## config.mk

```make
export PLATFORM = sky130hd
export DESIGN_NAME = pcm_stereo_packer
export DESIGN_NICKNAME = d
export VERILOG_FILES = /design/src/rtl/pcm_pkg.sv /design/src/rtl/pcm_frame_fifo.sv /design/src/rtl/pcm_stereo_packer.sv
export SDC_FILE = /design/constraint.sdc
export NUM_CORES = 1
export LEC_CHECK = 0
export CORE_MARGIN = 2
export CORE_UTILIZATION = 40
export CTS_BUF_LIST = sky130_fd_sc_hd__clkbuf_4 sky130_fd_sc_hd__clkbuf_8 sky130_fd_sc_hd__clkbuf_16
export DETAILED_ROUTE_END_ITERATION = 8
export GPL_TIMING_DRIVEN = 0
export PLACE_DENSITY = 0.62
export SLEW_MARGIN = 20
export SYNTH_ARGS = -nofsm -noshare
export SYNTH_HDL_FRONTEND = slang
export SYNTH_HIERARCHICAL = 1
export SYNTH_SLANG_ARGS = --single-unit
```

## constraint.sdc

```tcl
create_clock -name clk -period 3.9 [get_ports clk]
set_clock_uncertainty 0.1 [all_clocks]
set_input_delay 1.17 -clock clk [delete_from_list [all_inputs] [get_ports clk]]
set_output_delay 1.17 -clock clk [all_outputs]
set_load 0.01 [all_outputs]
```

## src/rtl/pcm_pkg.sv

```systemverilog
// Shared types for the PCM stereo packer.
//   PCM_DATA_W     : PCM sample width
//   pcm_sample_t   : one PCM sample
//   stereo_frame_t : left/right pair, as stored in the frame FIFO
//   packer_state_e : pairing FSM states
package pcm_pkg;

   localparam int unsigned PCM_DATA_W = 24;
   localparam int unsigned ERR_CNT_W  = 16;

   typedef logic [PCM_DATA_W-1:0] pcm_sample_t;

   typedef struct packed {
      pcm_sample_t left;
      pcm_sample_t right;
   } stereo_frame_t;

   typedef enum logic {
      WAIT_L = 1'b0,
      WAIT_R = 1'b1
   } packer_state_e;

endpackage

```

## src/rtl/pcm_frame_fifo.sv

```systemverilog
// Synchronous show-ahead FIFO of stereo frames.
//   clk, rst     : clock, synchronous active-high reset
//   push_i       : write push_data_i (ignored when full)
//   push_data_i  : frame to store
//   pop_i        : drop the head frame (ignored when empty)
//   head_o       : head frame, forced to 0 when empty
//   full_o       : DEPTH frames stored
//   empty_o      : no frames stored
//   level_o      : frames currently stored
module pcm_frame_fifo
   import pcm_pkg::*;
#(
   parameter int unsigned DEPTH = 4
) (
   input  logic                     clk,
   input  logic                     rst,
   input  logic                     push_i,
   input  stereo_frame_t            push_data_i,
   input  logic                     pop_i,
   output stereo_frame_t            head_o,
   output logic                     full_o,
   output logic                     empty_o,
   output logic [$clog2(DEPTH):0]   level_o
);

   localparam int unsigned PTR_W = $clog2(DEPTH);
   localparam int unsigned LVL_W = PTR_W + 1;

   stereo_frame_t    mem_q [DEPTH];
   logic [PTR_W-1:0] wr_ptr_q, wr_ptr_d;
   logic [PTR_W-1:0] rd_ptr_q, rd_ptr_d;
   logic [LVL_W-1:0] level_q, level_d;
   logic             do_push_c;
   logic             do_pop_c;

   assign full_o    = (level_q == LVL_W'(DEPTH));
   assign empty_o   = (level_q == '0);
   assign level_o   = level_q;
   assign do_push_c = push_i && !full_o;
   assign do_pop_c  = pop_i && !empty_o;
   assign head_o    = empty_o ? '0 : mem_q[rd_ptr_q];

   // Next pointers and level; pointers wrap naturally since DEPTH is a power of 2
   always_comb begin
      wr_ptr_d = wr_ptr_q;
      rd_ptr_d = rd_ptr_q;
      level_d  = level_q;
      if (do_push_c) wr_ptr_d = wr_ptr_q + PTR_W'(1);
      if (do_pop_c)  rd_ptr_d = rd_ptr_q + PTR_W'(1);
      case ({do_push_c, do_pop_c})
         2'b10:   level_d = level_q + LVL_W'(1);
         2'b01:   level_d = level_q - LVL_W'(1);
         default: level_d = level_q;
      endcase
   end

   // Pointer and level registers
   always_ff @(posedge clk) begin
      if (rst) begin
         wr_ptr_q <= '0;
         rd_ptr_q <= '0;
         level_q  <= '0;
      end else begin
         wr_ptr_q <= wr_ptr_d;
         rd_ptr_q <= rd_ptr_d;
         level_q  <= level_d;
      end
   end

   // Storage needs no reset: the head is masked while empty
   always_ff @(posedge clk) begin
      if (do_push_c) mem_q[wr_ptr_q] <= push_data_i;
   end

endmodule

```

## src/rtl/pcm_stereo_packer.sv

```systemverilog
// Pairs left/right PCM samples into stereo frames and queues them.
//   clk, rst              : clock, synchronous active-high reset
//   pcm_valid/pcm_ready   : upstream sample handshake
//   pcm_ch, pcm_data      : sample channel and value
//   frm_valid/frm_ready   : downstream frame handshake
//   frm_left, frm_right   : head frame (0 when no frame)
//   fifo_level            : frames stored
//   sync_err              : one-cycle pulse per channel-order violation
//   err_cnt               : saturating count of sync_err pulses
module pcm_stereo_packer
   import pcm_pkg::*;
#(
   parameter int unsigned DATA_W  = 24,
   parameter int unsigned DEPTH   = 4,
   parameter logic        LEFT_CH = 1'b0
) (
   input  logic                   clk,
   input  logic                   rst,
   input  logic                   pcm_valid,
   output logic                   pcm_ready,
   input  logic                   pcm_ch,
   input  logic [DATA_W-1:0]      pcm_data,
   output logic                   frm_valid,
   input  logic                   frm_ready,
   output logic [DATA_W-1:0]      frm_left,
   output logic [DATA_W-1:0]      frm_right,
   output logic [$clog2(DEPTH):0] fifo_level,
   output logic                   sync_err,
   output logic [ERR_CNT_W-1:0]   err_cnt
);

   packer_state_e          state_q, state_d;
   pcm_sample_t            hold_q, hold_d;
   logic                   sync_err_q, sync_err_d;
   logic [ERR_CNT_W-1:0]   err_cnt_q, err_cnt_d;
   logic                   accept_c;
   logic                   is_left_c;
   logic                   push_c;
   logic                   pop_c;
   logic                   fifo_full;
   logic                   fifo_empty;
   stereo_frame_t          push_frame;
   stereo_frame_t          head_frame;

   // Ready is a function of registered state only (never of pcm_valid)
   assign pcm_ready  = !rst && ((state_q == WAIT_L) || !fifo_full);
   assign accept_c   = pcm_valid && pcm_ready;
   assign is_left_c  = (pcm_ch == LEFT_CH);
   assign pop_c      = frm_ready && !fifo_empty;
   assign push_frame = '{left: hold_q, right: PCM_DATA_W'(pcm_data)};

   // Pairing FSM: only an accepted sample can move it
   always_comb begin
      state_d    = state_q;
      hold_d     = hold_q;
      push_c     = 1'b0;
      sync_err_d = 1'b0;
      case (state_q)
         WAIT_L: begin
            if (accept_c) begin
               if (is_left_c) begin
                  hold_d  = PCM_DATA_W'(pcm_data);
                  state_d = WAIT_R;
               end else begin
                  sync_err_d = 1'b1;
               end
            end
         end
         WAIT_R: begin
            if (accept_c) begin
               if (is_left_c) begin
                  // Newest left sample replaces the stale one
                  hold_d     = PCM_DATA_W'(pcm_data);
                  sync_err_d = 1'b1;
               end else begin
                  push_c  = 1'b1;
                  state_d = WAIT_L;
               end
            end
         end
         default: state_d = WAIT_L;
      endcase
   end

   // Counter moves on the same edge that raises the pulse
   always_comb begin
      err_cnt_d = err_cnt_q;
      if (sync_err_d && (err_cnt_q != '1)) err_cnt_d = err_cnt_q + ERR_CNT_W'(1);
   end

   // Packer state registers
   always_ff @(posedge clk) begin
      if (rst) begin
         state_q    <= WAIT_L;
         hold_q     <= '0;
         sync_err_q <= 1'b0;
         err_cnt_q  <= '0;
      end else begin
         state_q    <= state_d;
         hold_q     <= hold_d;
         sync_err_q <= sync_err_d;
         err_cnt_q  <= err_cnt_d;
      end
   end

   pcm_frame_fifo #(
      .DEPTH (DEPTH)
   ) u_fifo (
      .clk         (clk),
      .rst         (rst),
      .push_i      (push_c),
      .push_data_i (push_frame),
      .pop_i       (pop_c),
      .head_o      (head_frame),
      .full_o      (fifo_full),
      .empty_o     (fifo_empty),
      .level_o     (fifo_level)
   );

   assign frm_valid = !fifo_empty;
   assign frm_left  = DATA_W'(head_frame.left);
   assign frm_right = DATA_W'(head_frame.right);
   assign sync_err  = sync_err_q;
   assign err_cnt   = err_cnt_q;

endmodule

```

Word level (Yosys, flattened, before mapping)
Memories as Yosys holds them, arrays and structs flattened. A register that Yosys moved wholly into a read port is not among the register bits. Cells that the tools add are included.

Reduce and logical (&&, ||, !) cells: 13. Bitwise logic cells: 2. Equal/unequal tests: 4. Add/sub/neg operators: 5. Muxes and demuxes: 16.

Operators by type and width (number): 2-to-1 mux 24 bit (2); 2-to-1 mux 48 bit (1); adder 16 x 1 -> 16 bit, second input constant (1); inequality test 16 bit, second input constant (1); 2-to-1 mux 1 bit (8); logical AND 1 bit (6); case mux 3 bit (2 select lines) (1); adder 2 x 1 -> 2 bit, second input constant (2); 2-to-1 mux 2 bit (2); case mux 1 bit (2 select lines) (2); adder 3 x 1 -> 3 bit, second input constant (1); == test 3 bit, second input constant (1); zero test 1 bit (3); zero test 3 bit (1); subtractor 3 x 1 -> 3 bit, second input constant (1); == test 2 x 1 -> 1 bit, second input constant (1); == test 2 bit, second input constant (1); inverter 1 bit (2); AND reduction 2 bit (1); nonzero test 2 bit (1); logical OR 1 bit (1).

RAM bits: 192. Output and inout port bits: 70. Bits in registers: 49. Input bits: 29. Logic and storage cells: 48. Memories kept: 1.

Memories: u_fifo.mem_q (depth 4, width 48, rd ports 1, clocked after memory_dff 1, write ports 1, RTL line pcm_frame_fifo.sv:29) `stereo_frame_t mem_q [DEPTH];`.

Logic depth before layout (Yosys ltp)
Gate-level depths: netlist of the first run.

Depth in word-level cells: 10. Mapped depth: 12.

Hierarchy
The synthesis of the first run kept the hierarchy.

By module, submodules not included: pcm_frame_fifo (instances 1, cells an instance 357, area each 7712.4 um^2); pcm_stereo_packer (instances 1, cells an instance 220, area each 1854.3 um^2).

Worst setup path before layout of the first run
OpenSTA, ideal clock, no wires.

Path type: input-to-reg. From: in rst. To: mem u_fifo/mem_q[1][0] (netlist name), enable pin. Required time: 3.390 ns. Cell stages on the path: 5. Path slack: 0.218 ns. Buffers on the path: 0. Arrival time: 3.171 ns. Cells stage by stage: a21oi_1 > and4_1 > inv_1 > nor2_1 > and2_1.

Longest elaborated chain between the ends: 8.

Ends and longest elaborated chain: start: declaration (RTL line pcm_stereo_packer.sv:18) `input logic rst,`; zero test 1 bit (RTL line pcm_stereo_packer.sv:46) `assign pcm_ready = !rst && ((state_q == WAIT_L) || !fifo_full);`; logical AND 1 bit (RTL line pcm_stereo_packer.sv:46); logical AND 1 bit (RTL line pcm_stereo_packer.sv:47) `assign accept_c = pcm_valid && pcm_ready;`; 2-to-1 mux 1 bit (RTL line pcm_stereo_packer.sv:70) `if (accept_c) begin`; 2-to-1 mux 1 bit (RTL line pcm_stereo_packer.sv:58) `case (state_q)`; named net push_c (RTL line pcm_stereo_packer.sv:38) `logic push_c;`; logical AND 1 bit (RTL line pcm_frame_fifo.sv:39) `assign do_push_c = push_i && !full_o;`; 2-to-1 mux 1 bit (RTL line pcm_frame_fifo.sv:72) `if (do_push_c) mem_q[wr_ptr_q] <= push_data_i;`; 2-to-1 mux 1 bit (implied by the code) (RTL line pcm_frame_fifo.sv:72); end: declaration (RTL line pcm_frame_fifo.sv:29).

The timed path passes the listed nets, and every way through them passes these cells.

Final worst setup path of the first run
From: in rst. To: out pcm_ready.

Longest elaborated chain between the ends: 2.

Ends and longest elaborated chain: zero test 1 bit (RTL line pcm_stereo_packer.sv:46); logical AND 1 bit (RTL line pcm_stereo_packer.sv:46); end: declaration (RTL line pcm_stereo_packer.sv:20) `output logic pcm_ready,`.

No other way between the ends.

==> metrics list, run 1 <==
- Relative slew slack: 50.7%
* Max-Cap Viols: 0
- In the global route stage, overall resource usage came out at 16.0%.
- Cell family with the largest share of critical-path delay: buffers and inverters
- Fmax: 263 MHz
* Post-Synthesis Mean Instance Area: 16.6 um2
- For this run, the detailed router's first-pass iteration total came to 5.
* Final core occ: 50.5%
- Final Routed Wirelength: 19.8 mm
- Clock tree synthesis found a total of 243 sinks.
- Port buffering added 98 buffers.
- Core area: 0.0235 mm2
- The largest single stage delay on the critical path is 0.58 ns.
- Post-route clock period utilization: 97.5%
* Async SR Flop Fraction: 0%
- Number of buffers inserted during clock tree synthesis: 25
- Number of buffers between clock root and the deepest sink: 3
- The Yosys step of the flow raised 6 warnings.
- Die H: 159 um
- After routing the design area is 0.0119 mm2.
* Via-per-instance ratio: 5.14
* Arrival time of the worst setup path: 2.53 ns
* P&R area growth vs syn: 23.9%
- In this run the static leakage power is 3.67 nW.
- The wire-length estimate of the detail-placed layout is 12.5 mm.
* Cells along the critical path: clkdlybuf4s50_1, a21oi_2, clkdlybuf4s50_1
* Area leader, netlist: edfxtp_1
- Run status: complete, no violations
* Slowest stage cell, crit path: clkdlybuf4s50_1
- Final setup violation count: 0
* Netlist Area Pre-Place: 0.00957 mm2
* Starting density of the core: 40.8%
* DRT antenna net count: 0
- For this design the ratio of total power to cell area is 444 mW/mm2.
- Worst IR drop on VDD: 315 uV
* Largest fanout of any net on the critical path: 6
- Area after DPL: 0.0110 mm2
- Worst path most repeated cell: clkdlybuf4s50_1
- Clock transition at the registers of the reported paths: 0.06 ns
- Buffers inserted to repair hold after CTS numbered 0.
* Final #Nets: 742
* Overflow after GRT: 0
- Count of boundary I/O pins: 99
- Count of flip-flops with a built-in enable after synthesis: 192
- Once routing completed, OpenROAD measured the worst setup slack at 0.0962 ns.
- Fraction of final layout cells sized beyond drive strength 1: 17.4%
* Slew at the pin with the worst max-slew slack: 0.739 ns
- Top-area cell type share of the netlist area: 60.3%
- The repair_antennas step left the layout with diodes totalling 0.
- The routed layout has 5357 vias.
* Nets in the synthesized netlist: 613
* Clock period minus worst slack: 3.80 ns
* Standard-cell row count: 56
* Hold violation total from the final report: 0
- Crit path required time: 2.63 ns
- The critical path is of the primary input to primary output type.
* CTS root buffer: clkbuf_16
- Synth top area cells: edfxtp_1 60%, mux4_2 11%, dfxtp_1 11%, nor2b_1 3.6%, nand2_1 2.3%
* Portion of the post-synthesis area used by sequential elements: 70.9%
* Commonest cells after routing, fill and taps aside: 192 x edfxtp_1, 98 x clkdlybuf4s50_1, 58 x nand2_1
- Library cells used by synthesis: 43
- Later-pin clock latency in the skew report: 0.52 ns
- Dividing the detail-routed wire length by the instance count gives 19.0 um.
* Vias in the first global route: 5502
- The cell count after synthesis came out at 577.
- For this run, design rule violations remaining after detail routing come to 0.
- The die is 159 um wide.
- Min-delay worst type: register to register
* Initial drt markers: 352
- Kind of launch point of the worst setup path: primary input
* Most common cell after layout, fill and taps aside: edfxtp_1
* Primary FF master, synth: edfxtp_1
- Entering global routing, the biggest net connects 33 pins.
* Setup crit end kind: primary output
* Wire length of the first global-routing pass: 30.6 mm
- After synthesis the netlist holds a flip-flop and latch count of 243.
- The congestion estimate from routability-driven global placement came to 0.862.
- The final number of max-transition violations is 0.
- Maximum level of the CTS H-tree: 1
- Worst-case setup slack after placement: -0.0867 ns
- The number of antenna violations at the first check in global routing is 0.
- The die covers 0.0252 mm2.
- TritonCTS built the clock tree.
- Together, buffers and inverters on the worst path number 2.
-- stage by stage --
stage | TNS, ns | instances | hold WS [ns] | power [mW]
2_1_floorplan | 0 | 577 | 0.359 | 2.91
3_3_place_gp | -263.12 | 994 | 0.368 | 2.99
3_5_place_dp | -0.0867 | 998 | 0.385 | 3.00
4_1_cts | 0 | 1042 | 0.397 | 5.32
5_1_grt | -0.0154 | 1042 | 0.414 | 5.43
6_report | 0 | 1042 | 0.399 | 5.26
-- flip-flops by register name (all words and copies together), names as in the netlist, named ones only --
signal,count
sync_err,1
u_fifo/level_o,3
hold_q,24
u_fifo/wr_ptr_q,2
err_cnt,16
u_fifo/rd_ptr_q,2
u_fifo/mem_q,192
-- cell families after synthesis --
logic type / share of synthesized area (%)
AO/OA/AOI/OAI: 3.79
XOR/XNOR: 0.275
adder cells (fa/ha/maj): 0.994
buffers and inverters: 2.18
flip-flops: 70.9
multiplexers: 11.9
AND/OR/NAND/NOR: 9.94
-- Yosys cell counts, types with 5 or more instances --
master / number
nand2_1: 58
inv_1: 13
clkbuf_1: 13
buf_2: 8
nor2b_1: 55
a21oi_1: 35
nor4_1: 6
ha_1: 6
edfxtp_1: 192
mux4_2: 48
nor2_1: 11
o31ai_1: 5
dfxtp_1: 51
nand4_1: 6
and2_1: 6
-- worst register-to-register path, delay by kind of cell, from the launching register on --
family / cells / cell delay [ns]
compound gates: 2 / 0.36
flops: 1 / 0.44
fa+ha+maj: 2 / 0.59
simple gates: 4 / 1.31
xor+xnor: 1 / 0.17
buf+inv: 3 / 0.27
-- final cells by class --
cell class / count / area, um2
buffer: 29 / 170
clock buffer: 30 / 663
clock inverter: 14 / 143
fill: 1913 / 11600
inverter: 13 / 48.8
multi-input combinational: 292 / 2580
sequential: 243 / 6790
tap: 319 / 399
timing repair buffer: 102 / 1060
-- report_power, final --
group          internal (mW)  switching, mW
Clock                   1.40          0.921
Sequential              2.80         0.0126
Combinational         0.0578         0.0701
-- worst paths after layout --
path | end | slack (ns) | startpoint | cells after the start
hold / removal | u_fifo/mem_q[2][37] | 0.40 | hold_q[13] | 0
hold reg to reg | u_fifo/mem_q[2][37] | 0.40 | hold_q[13] | 0
setup reg to reg | u_fifo/level_o[2] | 0.60 | u_fifo/level_o[2] | 12
setup / recovery | pcm_ready | 0.1 | rst | 3
-- metal layers --
layer / up-vias / wire (um) / global-route usage [%]
met4: 0 / 320 / 3.90
met5: - / 0 / 0
li1: 2478 / - / -
met2: 171 / 9370 / 26.3
met3: 26 / 1260 / 3.16
met1: 2682 / 8790 / 22.0
-- what timing repair did --
action                                  CTS  global route
endpoints found under the setup margin   15            26
buffers inserted                          0             0
pin swaps                                 0             0
gates resized for setup                   2            10
(Power assumes the default switching activity.)
==> inputs of run 2 (changes only) <==
Clock period 3.9 ns to 3.8 ns, I/O delays scaled along.
==> run 2 against run 1 <==
Effect of this change: sequential share of layout area shrank 0.18 points; cell area grew 0.32%; critical path depth is the same; clock power grew 3%; non-clock buffer count grew 1; register-to-register slack lost 0.10 ns; largest cell class unchanged; largest power group unchanged; highest routed layer unchanged.
==> metrics list, run 2 (synthesized netlist as in run 1, its figures left out) <==
* Clock transition at the registers of the reported paths: 0.06 ns (about the same)
* Area after DPL: 0.0110 mm2 (unchanged)
* Worst IR drop on VDD: 323 uV (+2.5%)
- Number of buffers between clock root and the deepest sink: 3 (unchanged)
- The sum of buffers and inverters on the critical path was 2 (unchanged).
- The final core area utilization was 50.7% (+0.16 points).
* Starting density of the core: 40.8% (unchanged)
- The final worst-path setup slack is 0.0982 ns (+0.00200 ns).
* Maximum number of pins on one net before global-route repair: 33 (unchanged)
- Die X-Extent: 159 um (unchanged)
- The sequential fraction of design power is 53.5% (about the same).
- The ratio of total power to cell area was 454 mW/mm2 (+2.3%).
- The post-cts hold buffer count came to 0 (unchanged).
- The smallest hold slack came to 0.396 ns (-0.00242 ns).
- The combinational group share of total power came to 2.5% (about the same).
* Setup slack of the most critical reg-to-reg path: 0.50 ns (-0.10 ns)
- Final Routed Wirelength: 19.8 mm (+0.33%)
- The first-pass GRT wire length came to 30.5 mm (about the same).
- Average routed wire per standard cell: 19.0 um (+0.23%)
- The number of H-tree levels came to 1 (unchanged).
- Commonest cells after routing, fill and taps aside: 192 x edfxtp_1, 98 x clkdlybuf4s50_1, 58 x nand2_1
- The clock latency reported for the late side of the worst-skew pair was 0.51 ns (about the same).
- Switching power: 1.03 mW (+2.3%)
- Hold violation total from the final report: 0 (unchanged)
- The routed via count divided by cell count was 5.12 (-0.34%).
- Arrival time of the worst setup path: 2.46 ns (-0.07 ns)
* Initial drt markers: 370 (+5.1%)
* Final weighted congestion in routability-driven placement: 0.862 (unchanged)
- Slowest stage cell, crit path: clkdlybuf4s50_1
- Critical path's largest stage delay: 0.57 ns (about the same)
- Run status: complete, no violations
- DRT antenna net count: 0 (unchanged)
- Register name with the most flops: u_fifo/mem_q
- Total global-route track usage: 16.0% (about the same)
* Cell family with the largest share of critical-path delay: buffers and inverters
* Fmax: 270 MHz
- Cells along the critical path: clkdlybuf4s50_1, a21oi_2, clkdlybuf4s50_1
- DPL Wire Length: 12.5 mm (unchanged)
- The final number of max-transition violations is 0 (unchanged).
* Largest register FFs: 192 (unchanged)
- The setup-violating endpoint count in the final report came to 0 (unchanged).
- The site row count was 56 (unchanged).
* Overflow after GRT: 0 (unchanged)
* Fraction of final layout cells sized beyond drive strength 1: 17.5% (+0.11 points)
- The die area is 0.0252 mm2 (unchanged).
* Number of buffers inserted during clock tree synthesis: 25 (unchanged)
- Min-delay worst type: register to register
- Worst path most repeated cell: clkdlybuf4s50_1
- The number of antenna violations at the first check in global routing is 0 (unchanged).
- Post-route clock period utilization: 97.4%
- The placement-stage worst setup slack is -0.157 ns (-0.0700 ns).
- Critical Setup Path Class: primary input to primary output
- The vertical die dimension came to 159 um (unchanged).
- The number of I/O pins was 99 (unchanged).
* Max-Cap Viols: 0 (unchanged)
- The number of detailed-routing iterations run before antenna repair is 4 (-1).
* Setup crit end kind: primary output
- Clock period minus worst slack: 3.70 ns
- The required arrival time at the worst endpoint came to 2.56 ns (-0.07 ns).
* Vias in the first global route: 5507 (+0.091%)
* Int Pwr: 4.37 mW (+2.7%)
* Port Buffer Count: 98 (unchanged)
- Detailed-route DRC error count: 0 (unchanged)
- Total vias in the final route: 5344 (-0.24%)
* Fraction of power consumed by the clock network: 44.1% (about the same)
- The transition at the pin with the smallest max-transition slack was 0.747 ns (+0.00828 ns).
- The maximum fanout count along the critical path was 6 (unchanged).
* Total Power Consumption: 5.40 mW (+2.6%)
- The share of total power consumed by net switching came to 19.0% (-0.046 points).
- The final net count came to 743 (+0.13%).
- Relative slew slack: 50.2% (-0.55 points)
- N_diodes: 0 (unchanged)
* P&R area growth vs syn: 24.3%
- The tree is rooted in a clkbuf_16.
- CTS tree: done
- STA classifies the critical path startpoint as a primary input.
- Core area: 0.0235 mm2 (unchanged)
- Static power due to leakage: 3.69 nW (+0.38%)
- The library cell used most frequently in the layout, excluding fill and tap cells, is edfxtp_1.
* Total clock sinks: 243 (unchanged)
- Final instance area: 0.0119 mm2 (+0.32%)
run 2: path summary, 6_finish.rpt:
| check | startpoint | to | cells after the start |
|---|---|---|---|
| worst max-delay path | rst | pcm_ready | 3 |
| worst min-delay path | hold_q[13] | u_fifo/mem_q[2][37] | 0 |
| worst max register to register | u_fifo/level_o[2] | u_fifo/level_o[2] | 12 |
| worst min register to register | hold_q[13] | u_fifo/mem_q[2][37] | 0 |
run 2: repair_timing:
action | CTS | global route
setup endpoints to repair | 30 | 34
pin swaps | 0 | 0
gates resized for setup | 7 | 9
buffers inserted | 0 | 1
endpoints found under the hold margin | 0 | 0
cloned | 0 | 0
run 2: routing by layer:
metal  global-route usage (%)  share of wire [%]  vias to the layer above
met5                        0                  0                        -
met4                     3.90                1.5                        0
met3                     3.16                6.7                       24
met2                     26.5                 47                      169
met1                     21.8                 44                     2672
li1                         -                  -                     2479
run 2: power by group through the flow:
stage / clock network [mW] / logic [mW] / registers [mW]
2_1_floorplan: 0 / 0.0489 / 2.94
3_3_place_gp: 0 / 0.128 / 2.94
3_5_place_dp: 0 / 0.133 / 2.94
4_1_cts: 2.44 / 0.134 / 2.89
5_1_grt: 2.54 / 0.146 / 2.89
6_report: 2.38 / 0.132 / 2.89
run 2: area by class of cell:
class	count	area, um2
Fill cell	1909	11600
Sequential cell	243	6790
Multi-Input combinational cell	292	2590
Timing Repair Buffer	103	1070
Clock buffer	30	663
Tap cell	319	399
Buffer	29	194
Clock inverter	14	143
Inverter	13	48.8
run 2: worst reg2reg max path, cell delays in order (launching register included):
cell and delay, ns:
dfxtp_1 0.46, nor3b_1 0.63, a21oi_2 0.18, and4_1 0.24
inv_1 0.08, nor2_1 0.11, inv_1 0.11, ha_1 0.21
inv_1 0.08, fa_1 0.38, xor2_1 0.17, or3_1 0.33
a21oi_1 0.15
run 2: metrics by stage:
| step | cells | setup TNS (ns) |
|---|---|---|
| detailed placement | 998 | -0.307 |
| floorplan | 577 | 0 |
| global route | 1043 | -0.0130 |
| finish | 1043 | 0 |
| global placement | 994 | -276.56 |
| CTS | 1042 | 0 |
==> inputs of run 3 (changes only) <==
Settings changed: RECOVER_POWER set to 100, SLEW_MARGIN 20 to 10.
==> run 3 against run 2 <==
Effect of this change: via count is 0.65% higher; sequential cell count is the same; global-route usage is 0.090 points lower; utilization decreased by 0.17 points; routed wire length is 0.82% lower; die area did not move; cell area decreased by 0.33%; worst setup slack lost 0.020 ns; sequential power barely moved.
==> metrics list, run 3 (synthesized netlist as in run 1, its figures left out) <==
* Run status: complete, no violations
* Relative slew slack: 31.1% (-19 points)
- Max-Cap Viols: 0 (unchanged)
* Slew at the pin with the worst max-slew slack: 1.02 ns (+0.276 ns)
- Clock tree synthesis selected as its root buffer the cell clkbuf_16.
* Initial drt markers: 284 (-23%)
* Iteration count of the initial detailed-routing pass: 4 (unchanged)
* Fraction of power consumed by the clock network: 45.4% (+1.3 points)
- Worst setup margin: 0.0782 ns (-0.0200 ns)
- Largest register FFs: 192 (unchanged)
- Worst-case setup slack after placement: -0.118 ns (+0.0386 ns)
* Core area: 0.0235 mm2 (unchanged)
- The worst-case clock buffer depth was 3 (unchanged).
* Critical Setup Path Class: primary input to primary output
- The total global routing track utilization is 15.9% (-0.090 points).
- Standard-cell row count: 56 (unchanged)
- CTS hold repair buffers: 0 (unchanged)
- The wire length after detailed routing is 19.7 mm (-0.82%).
- TritonCTS built the clock tree.
- The routed via count divided by cell count is 5.16 (+0.75%).
- Minimum hold slack: 0.387 ns (-0.00977 ns)
* Total vias in the final route: 5379 (+0.65%)
- The share of total power consumed by net switching is 19.2% (+0.15 points).
* RSZ-0062 raised after global routing: no
- The number of antenna violations at the first check in global routing is 3 (+3).
- DPL Wire Length: 12.2 mm (-2.6%)
* Static power due to leakage: 3.80 nW (+3.0%)
- The proportion of layout cells with a drive suffix above 1 is 17.1% (-0.48 points).
* Kind of launch point of the worst setup path: primary input
* Clock transition at the registers of the reported paths: 0.06 ns (about the same)
- The number of input and output port buffers inserted was 98 (unchanged).
- From synthesis to final layout, the design area changed by 23.9%.
- Min-delay worst type: register to register
* Hold violation total from the final report: 0 (unchanged)
- The required arrival time at the worst endpoint was 2.56 ns (about the same).
- The stage delay of the slowest cell on the critical path came to 0.58 ns (about the same).
- Count of final max-slew check failures: 0 (unchanged)
* Maximum level of the CTS H-tree: 1 (unchanged)
* Die H: 159 um (unchanged)
- The overall power after layout was 5.51 mW (+2.1%).
- The cell depth of the worst setup path came to 3 (unchanged).
- Setup crit end kind: primary output
* Die X-Extent: 159 um (unchanged)
- Post-route clock period utilization: 97.9% (+0.53 points)
- Arrival time of the worst setup path: 2.48 ns (+0.02 ns)
- In this design, the critical path's most frequently occurring cell is clkdlybuf4s50_1.
- Detailed-route DRC error count: 0 (unchanged)
* Wire length of the first global-routing pass: 30.4 mm (-0.38%)
- Later-pin clock latency in the skew report: 0.52 ns (about the same)
- Worst path bufs/invs: 2 (unchanged)
- The minimum clock period after layout was 3.72 ns (+0.0200 ns).
- Vias in the first global route: 5452 (-1.0%)
- The combinational group share of total power is 2.2% (-0.3 points).
- The layout filler cell count is 1962 (+2.8%).
- Register name with the most flops: u_fifo/mem_q
- Final weighted congestion in routability-driven placement: 0.862 (unchanged)
- Average routed wire per standard cell: 18.9 um (-0.72%)
- The die area is 0.0252 mm2 (unchanged).
- The initial cell density of the core came to 40.8% (unchanged).
- Cells along the critical path: clkdlybuf4s50_1, a21oi_2, clkdlybuf4s50_1
- Most common cell after layout, fill and taps aside: edfxtp_1
* Worst IR drop on VDD: 255 uV (-21%)
- In the layout the commonest cells are 192 x edfxtp_1, 58 x nand2_1, 57 x dlygate4sd3_1.
- The setup-violating endpoint count in the final report is 0 (unchanged).
- The number of buffers added for setup after CTS came to 0 (unchanged).
- Overflow after GRT: 0 (unchanged)
- Number of buffers inserted during clock tree synthesis: 25 (unchanged)
- Number of cells on the worst hold path: 0 (unchanged)
- The count of clock tree sinks is 243 (unchanged).
* Final #Nets: 738 (-0.67%)
- Count of boundary I/O pins: 99 (unchanged)
* Maximum number of pins on one net before global-route repair: 49 (+48%)
- Int Pwr: 4.46 mW (+1.9%)
* Final instance area: 0.0119 mm2 (-0.33%)
- The total cell area at the placement stage came to 0.0110 mm2 (-0.72%).
* Largest fanout of any net on the critical path: 6 (unchanged)
- R2R depth: 12 (unchanged)
* Slowest stage cell, crit path: clkdlybuf4s50_1
- The number of nets with antenna violations after detailed routing was 0 (unchanged).
- Switching power: 1.06 mW (+2.9%)
* Fmax: 269 MHz (-0.54%)
- The sequential fraction of design power is 52.3% (-1.2 points).
* Total power density per cell area: 465 mW/mm2 (+2.4%)
- Cell family with the largest share of critical-path delay: buffers and inverters
## run 3: cell count changes in the layout (fill, tap and decap cells not counted), sizes merged
cell,before,now
clkbuf,44,55
dlygate4sd3,0,57
clkinv,10,6
diode,0,2
clkinvlp,0,1
dlymetal6s2s,0,1
clkdlybuf4s50,98,40
buf,20,9
## run 3: what timing repair did
| item | 4_1_cts | 5_1_grt |
|---|---|---|
| cloned | 0 | 0 |
| gates resized for setup | 9 | 8 |
| endpoints found under the setup margin | 32 | 34 |
## run 3: power groups by stage
stage | Sequential (mW) | Clock (mW) | Combinational (mW)
global route | 2.89 | 2.67 | 0.137
CTS | 2.89 | 2.56 | 0.133
finish | 2.89 | 2.51 | 0.123
floorplan | 2.94 | 0 | 0.0489
global placement | 2.94 | 0 | 0.128
detailed placement | 2.94 | 0 | 0.132
## run 3: through the flow
step	instances	setup TNS (ns)	utilization, %
floorplan	577	0	-
global placement	994	-276.56	46.6
detailed placement	994	-9.17	46.7
CTS	1040	0	50.4
global route	1041	0	50.5
finish	1042	0	50.5
## run 3: path summary, 6_finish.rpt
kind	from	end	slack (ns)
hold / removal	hold_q[13]	u_fifo/mem_q[0][37]	0.39
hold reg to reg	hold_q[13]	u_fifo/mem_q[0][37]	0.39
setup reg to reg	u_fifo/level_o[2]	u_fifo/level_o[2]	0.51
setup / recovery	rst	pcm_ready	0.08
## run 3: final cells by class
class	count	area, um2	area share (%)
sequential	243	6790	57.3
multi-input combinational	292	2580	21.8
timing repair buffer	98	983	8.30
clock buffer	35	719	6.07
tap	319	399	3.37
buffer	29	183	1.54
clock inverter	11	146	1.23
inverter	13	48.8	0.412
antenna	2	5.00	0.0422
## run 3: layer usage
layer  track usage, %  part of all wire (%)  vias to the layer above
met5                0                 0.066                        -
met4             3.22                   1.1                        2
met3             3.40                   6.8                       23
met2             26.7                    48                      164
met1             21.6                    44                     2719
li1                 -                     -                     2471
## run 3: worst register-to-register path: stages, from the launching register on
cell     delay, ns
dfxtp_1       0.46
nor3b_1       0.64
a21oi_2       0.18
and4_1        0.24
inv_1         0.08
nor2_1        0.11
inv_1         0.11
ha_1          0.20
inv_1         0.08
fa_1          0.38
xor2_1        0.17
or3_1         0.32
a21oi_1       0.15
